[src/rtl/serial_twos_complement_if.sv]
// serial_twos_complement_if: operand/result handshake bundle; out_ovf present only with OVF_DETECT_EN.
interface serial_twos_complement_if #(parameter int WIDTH = 8);
  logic in_valid, in_ready, in_mode;
  logic [WIDTH-1:0] in_data;
  logic out_valid, out_ready, out_sign, busy;
  logic [WIDTH-1:0] out_data;
`ifdef OVF_DETECT_EN
  logic out_ovf;
`endif
  modport slave (
    input in_valid, in_data, in_mode, out_ready,
    output in_ready, out_valid, out_data, out_sign, busy
`ifdef OVF_DETECT_EN
    , output out_ovf
`endif
  );
  modport master (
    output in_valid, in_data, in_mode, out_ready,
    input in_ready, out_valid, out_data, out_sign, busy
`ifdef OVF_DETECT_EN
    , input out_ovf
`endif
  );
endinterface

[src/rtl/serial_twos_complement.sv]
// serial_twos_complement: chunked LSB-first negate/abs; OVF_DETECT_EN adds out_ovf for the most negative operand.
module serial_twos_complement #(
  parameter int WIDTH = 8,
  parameter int BITS_PER_CYCLE = 1
) (
  input logic clk,
  input logic rst_n,
  serial_twos_complement_if.slave bus
);
  localparam int BPC = BITS_PER_CYCLE;
  localparam int N = WIDTH / BPC;
  localparam int CW = N > 1 ? $clog2(N) : 1;
  typedef enum logic [1:0] {IDLE, SHIFT, DONE} state_t;
  state_t state, state_nx;
  logic [WIDTH-1:0] sreg, res, res_nx;
  logic [CW-1:0] cnt;
  logic sign, invert, carry, last;
  logic [BPC-1:0] x, r;
  logic [BPC:0] sum;
  always_comb begin
    x = sreg[BPC-1:0];
    sum = {1'b0, ~x} + (BPC+1)'(carry);
    r = invert ? sum[BPC-1:0] : x;
    res_nx = (res >> BPC) | (WIDTH'(r) << (WIDTH - BPC));
    last = cnt == CW'(N - 1);
    state_nx = state == IDLE  ? (bus.in_valid ? SHIFT : IDLE) :
               state == SHIFT ? (last ? DONE : SHIFT) :
                                (bus.out_ready ? IDLE : DONE);
  end
  assign bus.in_ready = state == IDLE;
  assign bus.out_valid = state == DONE;
  assign bus.busy = state != IDLE;
  assign bus.out_data = res;
  assign bus.out_sign = sign;
  always_ff @(posedge clk or negedge rst_n)
    if (!rst_n) state <= IDLE;
    else state <= state_nx;
  always_ff @(posedge clk or negedge rst_n)
    if (!rst_n) begin
      sreg <= '0;
      res <= '0;
      cnt <= '0;
      sign <= 1'b0;
      invert <= 1'b0;
      carry <= 1'b0;
    end else if (state == IDLE && bus.in_valid) begin
      sreg <= bus.in_data;
      sign <= bus.in_data[WIDTH-1];
      invert <= !bus.in_mode || bus.in_data[WIDTH-1];
      carry <= !bus.in_mode || bus.in_data[WIDTH-1];
      cnt <= '0;
    end else if (state == SHIFT) begin
      sreg <= sreg >> BPC;
      res <= res_nx;
      carry <= invert & sum[BPC];
      cnt <= cnt + 1'b1;
    end
`ifdef OVF_DETECT_EN
  // The final chunk carries the sign bit, so it is masked out of the zero-run test.
  logic zr, ovf, chunk_zero;
  logic [BPC-1:0] lo_mask;
  always_comb begin
    lo_mask = last ? ~(BPC'(1) << (BPC - 1)) : '1;
    chunk_zero = (x & lo_mask) == '0;
  end
  assign bus.out_ovf = ovf;
  always_ff @(posedge clk or negedge rst_n)
    if (!rst_n) begin
      zr <= 1'b0;
      ovf <= 1'b0;
    end else if (state == IDLE && bus.in_valid) zr <= 1'b1;
    else if (state == SHIFT) begin
      zr <= zr & chunk_zero;
      if (last) ovf <= invert & sign & zr & chunk_zero;
    end
`endif
endmodule

[src/flat_wrapper.sv]
// flat-port wrapper written by rule: the top's interface ports become plain ports
module serial_twos_complement_flat 
#(
  parameter int WIDTH = 8,
  parameter int BITS_PER_CYCLE = 1
)
  (clk, rst_n, bus_in_valid, bus_in_data, bus_in_mode, bus_out_ready, bus_in_ready, bus_out_valid, bus_out_data, bus_out_sign, bus_busy);
  serial_twos_complement_if #(.WIDTH(WIDTH)) bus_i ();
  input logic clk;
  input logic rst_n;
  input wire logic [$bits(bus_i.in_valid)-1:0] bus_in_valid;
  input wire logic [$bits(bus_i.in_data)-1:0] bus_in_data;
  input wire logic [$bits(bus_i.in_mode)-1:0] bus_in_mode;
  input wire logic [$bits(bus_i.out_ready)-1:0] bus_out_ready;
  output wire logic [$bits(bus_i.in_ready)-1:0] bus_in_ready;
  output wire logic [$bits(bus_i.out_valid)-1:0] bus_out_valid;
  output wire logic [$bits(bus_i.out_data)-1:0] bus_out_data;
  output wire logic [$bits(bus_i.out_sign)-1:0] bus_out_sign;
  output wire logic [$bits(bus_i.busy)-1:0] bus_busy;
  assign bus_i.in_valid = bus_in_valid;
  assign bus_i.in_data = bus_in_data;
  assign bus_i.in_mode = bus_in_mode;
  assign bus_i.out_ready = bus_out_ready;
  assign bus_in_ready = bus_i.in_ready;
  assign bus_out_valid = bus_i.out_valid;
  assign bus_out_data = bus_i.out_data;
  assign bus_out_sign = bus_i.out_sign;
  assign bus_busy = bus_i.busy;
  serial_twos_complement #(.WIDTH(WIDTH), .BITS_PER_CYCLE(BITS_PER_CYCLE)) u_core (.clk(clk), .rst_n(rst_n), .bus(bus_i));
endmodule
[config.mk]
export PLATFORM = sky130hd
export DESIGN_NAME = serial_twos_complement_flat
export DESIGN_NICKNAME = d
export VERILOG_FILES = /design/src/rtl/serial_twos_complement_if.sv /design/src/rtl/serial_twos_complement.sv /design/src/flat_wrapper.sv
export SDC_FILE = /design/constraint.sdc
export NUM_CORES = 1
export LEC_CHECK = 0
export ABC_AREA = 1
export CAP_MARGIN = 5
export CORE_UTILIZATION = 23
export CTS_BUF_LIST = sky130_fd_sc_hd__clkbuf_8
export DETAILED_ROUTE_END_ITERATION = 8
export PLACE_DENSITY = 0.45
export SLEW_MARGIN = 20
export SYNTH_ARGS = -nofsm -noshare
export SYNTH_HDL_FRONTEND = slang
export SYNTH_SLANG_ARGS = --single-unit
[constraint.sdc]
create_clock -name clk -period 1.5 [get_ports clk]
set_input_delay 0.3 -clock clk [delete_from_list [all_inputs] [get_ports clk]]
set_output_delay 0.3 -clock clk [all_outputs]
set_load 0.01 [all_outputs]
==> results.cfg <==
[grt]
grt_pass1_vias = 809
antenna_found_initial = 0
grt_usage_pct = 9.29
grt_pass1_wl_um = 3640
grt_max_degree = 25
grt_overflow = 0

[setup_path]
worstSetupPathType = reg -> out
worstPathCellList = clkdlybuf4s50_1
end_kind = output port
start_kind = flop
crit_fanout = 2
crit_family = buffers and inverters
crit_buf_inv = 1
slowest_stage = clkdlybuf4s50_1
critPathRequiredTime_ns = 1.20
ff2ff_setup_slack_ns = 0.28
arrival_ns = 1.15
critPathMaxStageDelay_ns = 0.53

[detailed_routing]
drcViolationCount = 0
drt-initial-drc-count = 42
drt-pass1-iter-count = 6
num_vias = 838
ant_nets = 0
viasPerCell = 4.13
wl_per_cell_um = 10.2
wl_um = 2070

[clocking]
clock_latency_ns = 0.27
root_buffer = clkbuf_8
cts_htree_levels = 1
clkSlewWorstSetupHoldPaths_ns = 0.09
cts_tree = done
cts_sinks = 24
cts_hold_buffers = 0
clock_path_buffers = 2
numCtsBuffers = 3

[final_layout]
nets = 168
final_cell_mix = nand2_1, dfrtp_1, clkdlybuf4s50_1, inv_1, buf_4
final_core_util_pct = 33.6
synthToLayoutAreaGrowth_pct = 37.2
antenna_cells = 0
drive_gt1_share_pct = 20.5
final_common_cell = nand2_1
instances_no_fill = 203

[synthesis]
postSynthCellCount = 118
synthTopCellsByArea = dfrtp_1, nand2_1, o21ai_2, nand3_2, ha_1
synth.largest_area_cell = dfrtp_1
synth_area_um2 = 1100
avgSynthCellArea_um2 = 9.29
yosysTopAreaCellShare_pct = 54.8
seq_area_frac_synth_pct = 54.8
ys_warn_count = 0
yosys_register_bits = 24
synth_cell_types = 16
postSynthNetCount = 134

[power]
pwr_density_cell_nw_per_um2 = 1930
leakagePower_nw = 0.821
ir_drop_v = 0.000564

[timing]
slew_headroom_pct = 79.1
slew_viol_final = 0
max_freq_mhz = 689
period_share_pct = 96.7
hold_violations = 0
fin_crit_ns = 1.45
rsz0062_at_grt = no
finClkSkew_ns = 0.0113
worst_slew_pin_slew_ns = 0.313
setup_viol = 0
tns_ns = 0

[floorplan]
fp.coreArea_um2 = 4470
start_util_pct = 24.5
row_count = 24
die_y_um = 71.0
boundaryPins = 25
dieArea_um2 = 5050
die_w_um = 71.0

[placement]
post-dp-hpwl_um = 1550
dp_cells = 197
port_buffers = 24
gp_congestion = 0.678

[run_status]
status = completed

[hold_path]
hp-class = in -> async

[job]
cap_violations = 0
-- flip-flops by register name (all words and copies together), names as in the netlist --
signal               flops
u_core.bus.out_data      8
u_core.bus.out_sign      1
u_core.cnt               3
u_core.state             2
u_core.sreg              8
u_core.invert            1
u_core.carry             1
-- synth_stat cells --
master and n:
o21ai_0 4, nor2_4 1, buf_12 1, nand3_1 4, nand3_2 4, inv_4 1, nand2_1 45, nand2_2 6
o21ai_2 5, buf_4 2, o21ai_1 6, dfrtp_1 24, ha_1 3, inv_2 1, inv_1 10, nor2_1 1
-- routing by layer --
metal	vias up	wire length, um	track usage, %
met3	0	102	3.42
met5	-	0	0
met1	381	952	11.3
met2	20	1020	16.5
li1	437	-	-
met4	0	0	0.667
-- timing repair --
| item | 4_1_cts | 5_1_grt |
|---|---|---|
| gates resized for setup | 6 | 8 |
| pin swaps | 0 | 1 |
| endpoints found under the setup margin | 6 | 8 |
| setup buffers | 2 | 0 |
-- stage by stage --
stage          setup slack [ns]  hold WS, ns  power [mW]  cell area, um2
2_1_floorplan             0.463      0.00441        1.95            1100
3_3_place_gp              0.104        0.460        2.39            1410
3_5_place_dp             0.0944        0.473        2.43            1410
4_1_cts                 0.00418        0.385        3.01            1490
5_1_grt                 0.00238        0.401        3.17            1500
6_report                 0.0488        0.383        2.91            1500
-- logic make-up (layout without fill, tap and decap cells) --
group | Yosys count | count (layout) | synth area share (%)
flip-flops | 24 | 24 | 54.8
AO/OA/AOI/OAI | 15 | 15 | 8.56
buffers and inverters | 15 | 48 | 7.53
adder cells (fa/ha/maj) | 3 | 3 | 3.43
AND/OR/NAND/NOR | 61 | 61 | 25.7
-- path summary, 6_finish.rpt --
| path | start | endpoint | cells past startpoint |
|---|---|---|---|
| worst max-delay path | u_core.bus.out_data[1] | bus_out_data[1] | 1 |
| worst min-delay path | rst_n | u_core.cnt[2] | 2 |
| worst max register to register | u_core.state[0] | u_core.sreg[4] | 6 |
| worst min register to register | u_core.bus.out_sign | u_core.bus.out_sign | 2 |
| max in group asynchronous | rst_n | u_core.sreg[2] | 2 |
| min in group clk | u_core.bus.out_sign | u_core.bus.out_sign | 2 |
-- worst register-to-register path: stages (launching register included) --
cell     delay [ns]
dfrtp_1        0.42
buf_4          0.15
buf_4          0.13
o21ai_2        0.15
buf_4          0.17
nand2_1        0.05
nand3_1        0.08
-- power by group --
part,leakage (nW),internal [mW],switching [mW]
Sequential,0.306,0.923,0.163
Clock,0.0357,0.357,0.204
Combinational,0.479,0.581,0.680
Total,0.821,1.86,1.05
-- cell type report --
cell class	instances	area, um2
sequential	24	601
clock inverter	1	30.0
clock buffer	3	41.3
inverter	12	47.5
fill	466	2970
tap	52	65.1
multi-input combinational	79	413
timing repair buffer	32	307
(Power assumes the default switching activity.)
